File: src/rtl/buzzer_arbiter_pkg.sv
// -----------------------------------------------------------------------------
// buzzer_arbiter_pkg
// Shared types and helpers for the buzzer arbiter slice.
//   arb_state_t : arbiter FSM states (idle / beep on / silent gap)
//   max_cyc()   : larger of two cycle counts, used to size the phase counter
// -----------------------------------------------------------------------------
package buzzer_arbiter_pkg;

   typedef enum logic [1:0] {
      ARB_IDLE = 2'd0,
      ARB_PLAY = 2'd1,
      ARB_GAP  = 2'd2
   } arb_state_t;

   function automatic int max_cyc(input int a, input int b);
      if (a > b) begin
         return a;
      end else begin
         return b;
      end
   endfunction

endpackage

File: src/rtl/buzzer_arbiter_rr_pick.sv
// -----------------------------------------------------------------------------
// rr_pick
// Combinational rotating-priority selector. The search starts at ptr+1 and
// wraps modulo N_REQ, so the index granted last has the lowest priority.
//   elig  : eligible mask, one bit per requester
//   ptr   : index of the most recent winner
//   win   : one-hot winner (all zero when nothing is eligible)
//   idx   : binary index of the winner
//   valid : at least one requester is eligible
// -----------------------------------------------------------------------------
module rr_pick #(
   parameter int N_REQ = 4,
   parameter int IDX_W = $clog2(N_REQ)
) (
   input  logic [N_REQ-1:0] elig,
   input  logic [IDX_W-1:0] ptr,
   output logic [N_REQ-1:0] win,
   output logic [IDX_W-1:0] idx,
   output logic             valid
);

   localparam logic [N_REQ-1:0] ONE_HOT_LSB = {{(N_REQ-1){1'b0}}, 1'b1};

   // Scan ptr+1, ptr+2, ... and keep the first eligible candidate.
   always_comb begin : scan
      int         cand_s;
      logic [IDX_W-1:0] cand_idx_s;
      logic       hit_s;
      idx   = '0;
      valid = 1'b0;
      cand_s     = 0;
      cand_idx_s = '0;
      hit_s      = 1'b0;
      for (int i = 1; i <= N_REQ; i++) begin
         cand_s     = (int'(ptr) + i) % N_REQ;
         cand_idx_s = IDX_W'(cand_s);
         hit_s      = elig[cand_idx_s] & ~valid;
         idx        = hit_s ? cand_idx_s : idx;
         valid      = valid | hit_s;
      end
      win = valid ? (ONE_HOT_LSB << idx) : '0;
   end

endmodule

File: src/rtl/buzzer_arbiter.sv
// -----------------------------------------------------------------------------
// buzzer_arbiter
// Shares one board buzzer among N_REQ alarm sources. A round-robin pick grants
// one eligible source (request high and non-zero tone) at a time; the winner
// gets one beep of BEEP_ON_CYC cycles followed by a BEEP_OFF_CYC silent gap,
// then one idle arbitration cycle. All outputs are registered.
//   clk_i     : system clock
//   rst_i     : synchronous reset, active-high
//   req_i     : level request per source
//   cmp_i     : packed tone compare per source, source i at [i*CMP_W +: CMP_W]
//   gnt_o     : one-hot grant, held through beep and gap
//   done_o    : one-cycle pulse when the granted beep completes (not on abort)
//   buz_en_o  : buzzer enable, high only while the beep plays
//   buz_cmp_o : tone compare latched at grant time
//   busy_o    : high whenever the arbiter is not idle
// -----------------------------------------------------------------------------
module buzzer_arbiter
   import buzzer_arbiter_pkg::*;
#(
   parameter int N_REQ        = 4,
   parameter int CMP_W        = 22,
   parameter int BEEP_ON_CYC  = 5_000_000,
   parameter int BEEP_OFF_CYC = 2_500_000
) (
   input  logic                   clk_i,
   input  logic                   rst_i,
   input  logic [N_REQ-1:0]       req_i,
   input  logic [N_REQ*CMP_W-1:0] cmp_i,
   output logic [N_REQ-1:0]       gnt_o,
   output logic [N_REQ-1:0]       done_o,
   output logic                   buz_en_o,
   output logic [CMP_W-1:0]       buz_cmp_o,
   output logic                   busy_o
);

   localparam int IDX_W   = $clog2(N_REQ);
   localparam int MAX_CYC = max_cyc(BEEP_ON_CYC, BEEP_OFF_CYC);
   localparam int CNT_W   = ($clog2(MAX_CYC) < 1) ? 1 : $clog2(MAX_CYC);

   // Counters load N-1 so that N cycles elapse before the zero test fires.
   localparam logic [CNT_W-1:0] ON_LOAD  = CNT_W'(BEEP_ON_CYC - 1);
   localparam logic [CNT_W-1:0] OFF_LOAD = CNT_W'(BEEP_OFF_CYC - 1);
   localparam logic [CNT_W-1:0] CNT_ONE  = CNT_W'(1);
   localparam logic [IDX_W-1:0] PTR_RST  = IDX_W'(N_REQ - 1);

   logic [CMP_W-1:0] cmp_arr_s [N_REQ];
   logic [N_REQ-1:0] elig_s;
   logic [N_REQ-1:0] pick_win_s;
   logic [IDX_W-1:0] pick_idx_s;
   logic             pick_valid_s;

   arb_state_t       state_r;
   logic [IDX_W-1:0] ptr_r;
   logic [CNT_W-1:0] cnt_r;
   logic [N_REQ-1:0] gnt_r;
   logic [N_REQ-1:0] done_r;
   logic             en_r;
   logic [CMP_W-1:0] cmp_r;
   logic             busy_r;

   // A zero tone would be silent, so such a source is never eligible.
   for (genvar g = 0; g < N_REQ; g++) begin : g_src
      assign cmp_arr_s[g] = cmp_i[g*CMP_W +: CMP_W];
      assign elig_s[g]    = req_i[g] & (|cmp_arr_s[g]);
   end

   rr_pick #(
      .N_REQ (N_REQ),
      .IDX_W (IDX_W)
   ) u_pick (
      .elig  (elig_s),
      .ptr   (ptr_r),
      .win   (pick_win_s),
      .idx   (pick_idx_s),
      .valid (pick_valid_s)
   );

   // Arbiter FSM with phase counter and registered outputs.
   always_ff @(posedge clk_i) begin
      if (rst_i) begin
         state_r <= ARB_IDLE;
         ptr_r   <= PTR_RST;
         cnt_r   <= '0;
         gnt_r   <= '0;
         done_r  <= '0;
         en_r    <= 1'b0;
         cmp_r   <= '0;
         busy_r  <= 1'b0;
      end else begin
         done_r <= '0;
         case (state_r)
            ARB_IDLE: begin
               if (pick_valid_s) begin
                  gnt_r   <= pick_win_s;
                  cmp_r   <= cmp_arr_s[pick_idx_s];
                  ptr_r   <= pick_idx_s;
                  cnt_r   <= ON_LOAD;
                  en_r    <= 1'b1;
                  busy_r  <= 1'b1;
                  state_r <= ARB_PLAY;
               end else begin
                  state_r <= ARB_IDLE;
               end
            end
            ARB_PLAY: begin
               // A withdrawn request silences the beep at once and skips done.
               if (!req_i[ptr_r]) begin
                  en_r    <= 1'b0;
                  cnt_r   <= OFF_LOAD;
                  state_r <= ARB_GAP;
               end else if (cnt_r == '0) begin
                  done_r  <= gnt_r;
                  en_r    <= 1'b0;
                  cnt_r   <= OFF_LOAD;
                  state_r <= ARB_GAP;
               end else begin
                  cnt_r <= cnt_r - CNT_ONE;
               end
            end
            ARB_GAP: begin
               if (cnt_r == '0) begin
                  gnt_r   <= '0;
                  busy_r  <= 1'b0;
                  state_r <= ARB_IDLE;
               end else begin
                  cnt_r <= cnt_r - CNT_ONE;
               end
            end
            default: begin
               state_r <= ARB_IDLE;
               cnt_r   <= '0;
               gnt_r   <= '0;
               en_r    <= 1'b0;
               busy_r  <= 1'b0;
            end
         endcase
      end
   end

   assign gnt_o     = gnt_r;
   assign done_o    = done_r;
   assign buz_en_o  = en_r;
   assign buz_cmp_o = cmp_r;
   assign busy_o    = busy_r;

endmodule

File: config.mk
export PLATFORM = sky130hd
export DESIGN_NAME = buzzer_arbiter
export DESIGN_NICKNAME = d
export VERILOG_FILES = /design/src/rtl/buzzer_arbiter_pkg.sv /design/src/rtl/buzzer_arbiter_rr_pick.sv /design/src/rtl/buzzer_arbiter.sv
export SDC_FILE = /design/constraint.sdc
export NUM_CORES = 1
export LEC_CHECK = 0
export ABC_CLOCK_PERIOD_IN_PS = 4040
export CORE_ASPECT_RATIO = 1.5
export CORE_MARGIN = 3
export CORE_UTILIZATION = 40
export CTS_CLUSTER_DIAMETER = 80
export DETAILED_ROUTE_END_ITERATION = 8
export GPL_TIMING_DRIVEN = 0
export PLACE_DENSITY_LB_ADDON = 0.12
export SLEW_MARGIN = 5
export SYNTH_ARGS = -nofsm -noshare
export SYNTH_HDL_FRONTEND = slang
export SYNTH_SLANG_ARGS = --single-unit
File: constraint.sdc
create_clock -name clk_i -period 4.04 [get_ports clk_i]
set_input_delay 0.808 -clock clk_i [delete_from_list [all_inputs] [get_ports clk_i]]
set_output_delay 0.808 -clock clk_i [all_outputs]
set_load 0.03 [all_outputs]
==> impl_metrics.ini <==
[route]
ant_nets = 0
drt_wl_total_mm = 14.0
post_drt_wl_per_cell_um = 20.2
detailroute.via_count = 4323
drc = 0
drt_iter0_drc = 246
firstDrtPassIters = 5
via_per_inst = 6.25

[placement]
port_buffers = 124
gp_congestion = 0.894
place_area_um2 = 5170
dp_hpwl_mm = 10.9

[clocking]
cts_root_buf = clkbuf_16
tritoncts = built
cts.sinks = 59
cts_resized = 0
htreeDepth = 3
cts_buffers = 9
clkSlewWorstSetupHoldPaths_ns = 0.06
postCtsSetupBuffers = 0
clk_path_buf_depth = 2
holdBufCountCts = 0
clk_latency_ns = 0.33

[timing]
finalSetupTns_ns = 0
grt_setup_unrepaired = false
slew_headroom = 0.489
setup_viol = 0
hold_viol = 0
max_freq_mhz = 268
worstMarginPinSlew_ns = 0.759
clock_skew_ns = 0.00947
period_share = 0.923
slew_violations = 0
period_minus_slack_ns = 3.73

[critical_path]
worst-path-max-fanout = 10
crit_required_ns = 4.22
critical_path_class = in -> reg
max_stage_delay_ns = 0.60
cp-start-kind = input pin
rr_startpoint = cnt_r[19]
end_kind = register
critPathTopFamily = simple AND/OR/NAND/NOR gates
cp-startpoint = cmp_i[2]
crit_slowest_cell = nor4_1
arrival_ns = 3.91
path_buf_inv = 2
cp_cell_sequence = clkdlybuf4s50_1 -> nor4_1 -> nand4_1 -> o41a_1 -> o221ai_1 -> nand3_1 -> clkbuf_1 -> a221oi_1 -> a211oi_1

[yosys]
syn_nets = 538
yosysUniqueCellTypes = 70
postSynthCellCount = 442
ys.flop_type = dfxtp_1
synth_top_area_share = 0.312
yosys_warnings = 0
synth_area_leaders = dfxtp_1, mux2i_1, a221oi_1, nor4_1, a21boi_0
synthArstFlopShare = 0
synth.avg_cell_area_um2 = 8.57
synthesis.area_um2 = 3790
ys_seq_elements = 59
seq_area_frac_synth = 0.312
synth_edf_count = 0
yosys.area.top_type = dfxtp_1

[global_route]
grt_remaining_overflow = 0
antenna_found_initial = 0
grt_usage = 0.262
grt_max_degree = 12
grt_pass1_vias = 4517
grt_pass1_wl_mm = 22.5

[power_and_ir_drop]
ir_drop_mv = 0.357
p_per_area_nw_per_um2 = 494
leakage_uw = 0.00193

[die]
dieArea_um2 = 10700
pin_count = 126
chipWidth_um = 85.5
fp.dieH_um = 125
start_util = 0.419
fp.coreArea_um2 = 9040
num_rows = 42

[run_status]
status = complete, no violations

[finish]
fin_nets = 673
syn_to_final_growth_pct = 44.5
stdcell_area_um2 = 5470
antenna_cells = 0
drive_gt1_frac = 0.0928
fillers = 829

[hold_path]
min_path_type = reg -> reg
min-delay-start = cnt_r[14]

[run]
cap_violations = 0
-- worst min-delay path: stages, from the launching register on --
cell      delay (ns)
dfxtp_1         0.33
inv_1           0.05
a211oi_1        0.05
-- metal layers --
| metal | up-vias | wire length, um | track usage |
|---|---|---|---|
| met4 | 0 | 615 | 0.156 |
| met5 | - | 0 | 0 |
| met2 | 205 | 7190 | 0.452 |
| li1 | 2042 | - | - |
| met3 | 42 | 875 | 0.0507 |
| met1 | 2034 | 5330 | 0.293 |
-- flip-flops by register name, indices dropped and copies added, names as in the netlist --
name,flops
busy_o,1
buz_cmp_o,22
buz_en_o,1
cnt_r,23
done_o,4
gnt_o,4
ptr_r,2
state_r,2
-- per-stage QoR --
stage | utilization | setup slack, ns | power (uW) | instances | hold WS, ns
final | 0.605 | 0.311 | 2700 | 692 | 0.484
after global routing | 0.605 | 0.176 | 2840 | 692 | 0.520
after CTS | 0.605 | 0.341 | 2700 | 692 | 0.488
after detailed placement | 0.572 | 0.0604 | 1910 | 676 | 0.480
after global placement | 0.572 | 0.0155 | 1890 | 676 | 0.466
after floorplan | - | 1.12 | 1480 | 442 | 0.450
-- worst paths after layout --
check / cells after the start / endpoint / slack, ns
max: 9 / buz_cmp_o[7] / 0.31
min reg2reg: 2 / cnt_r[14] / 0.48
max reg2reg: 8 / cnt_r[20] / 1.15
min: 2 / cnt_r[14] / 0.48
-- cells in the mapped netlist (all sizes together) (5+ instances only) --
| library cell | instances |
|---|---|
| a211oi | 25 |
| a21boi | 23 |
| a21oi | 23 |
| a221oi | 30 |
| and2 | 6 |
| buf | 11 |
| clkbuf | 23 |
| dfxtp | 59 |
| inv | 18 |
| mux2i | 23 |
| nand2 | 15 |
| nand4 | 7 |
| nor2 | 29 |
| nor4 | 28 |
| o21ai | 33 |
| o22ai | 10 |
| or3 | 5 |
| or4 | 6 |
-- cells by family after synthesis --
logic type / synth area share
buf+inv: 0.0608
flops: 0.312
compound gates: 0.384
xor+xnor: 0.00231
mux: 0.0730
fa+ha+maj: 0.00661
simple gates: 0.162
-- cell type report --
cell class,count,area (um^2),share of cell area
clock inverters,5,62.6,0.0114
inverters,18,67.6,0.0123
clock buffers,11,243,0.0444
multi-input cells,331,2380,0.434
well taps,110,138,0.0252
plain buffers,34,163,0.0297
repair buffers,124,1240,0.227
flip-flops and latches,59,1180,0.216
-- power breakdown --
group / switching, uW / total, uW / internal, uW
sequential: 89.7 / 784 / 695
combinational: 663 / 1130 / 467
clock: 293 / 789 / 496
-- cells in the final DEF (no fill, tap or decap), types with 4 or more instances in the layout --
cell type        netlist  final
dfxtp_1               59     59
or3_1                  5      5
clkbuf_16              0      9
or4_1                  5      5
a21boi_0              22     22
a211oi_2               5      5
inv_1                 18     18
clkdlybuf4s50_1        0    124
nor2_1                28     28
o21ai_0               27     27
nor4_1                27     27
o21ai_1                6      6
o21a_1                 4      4
a221oi_2               5      5
nand2_1               14     14
and2_1                 5      5
nand4_1                6      6
a211oi_1              20     20
a21oi_1               22     22
clkbuf_1              23     24
nor3_1                 4      4
a221oi_1              25     25
buf_2                  4      4
o22ai_1               10     10
mux2i_1               22     22
a22oi_1                4      4
Note: power is estimated with default switching activity, not from simulation.
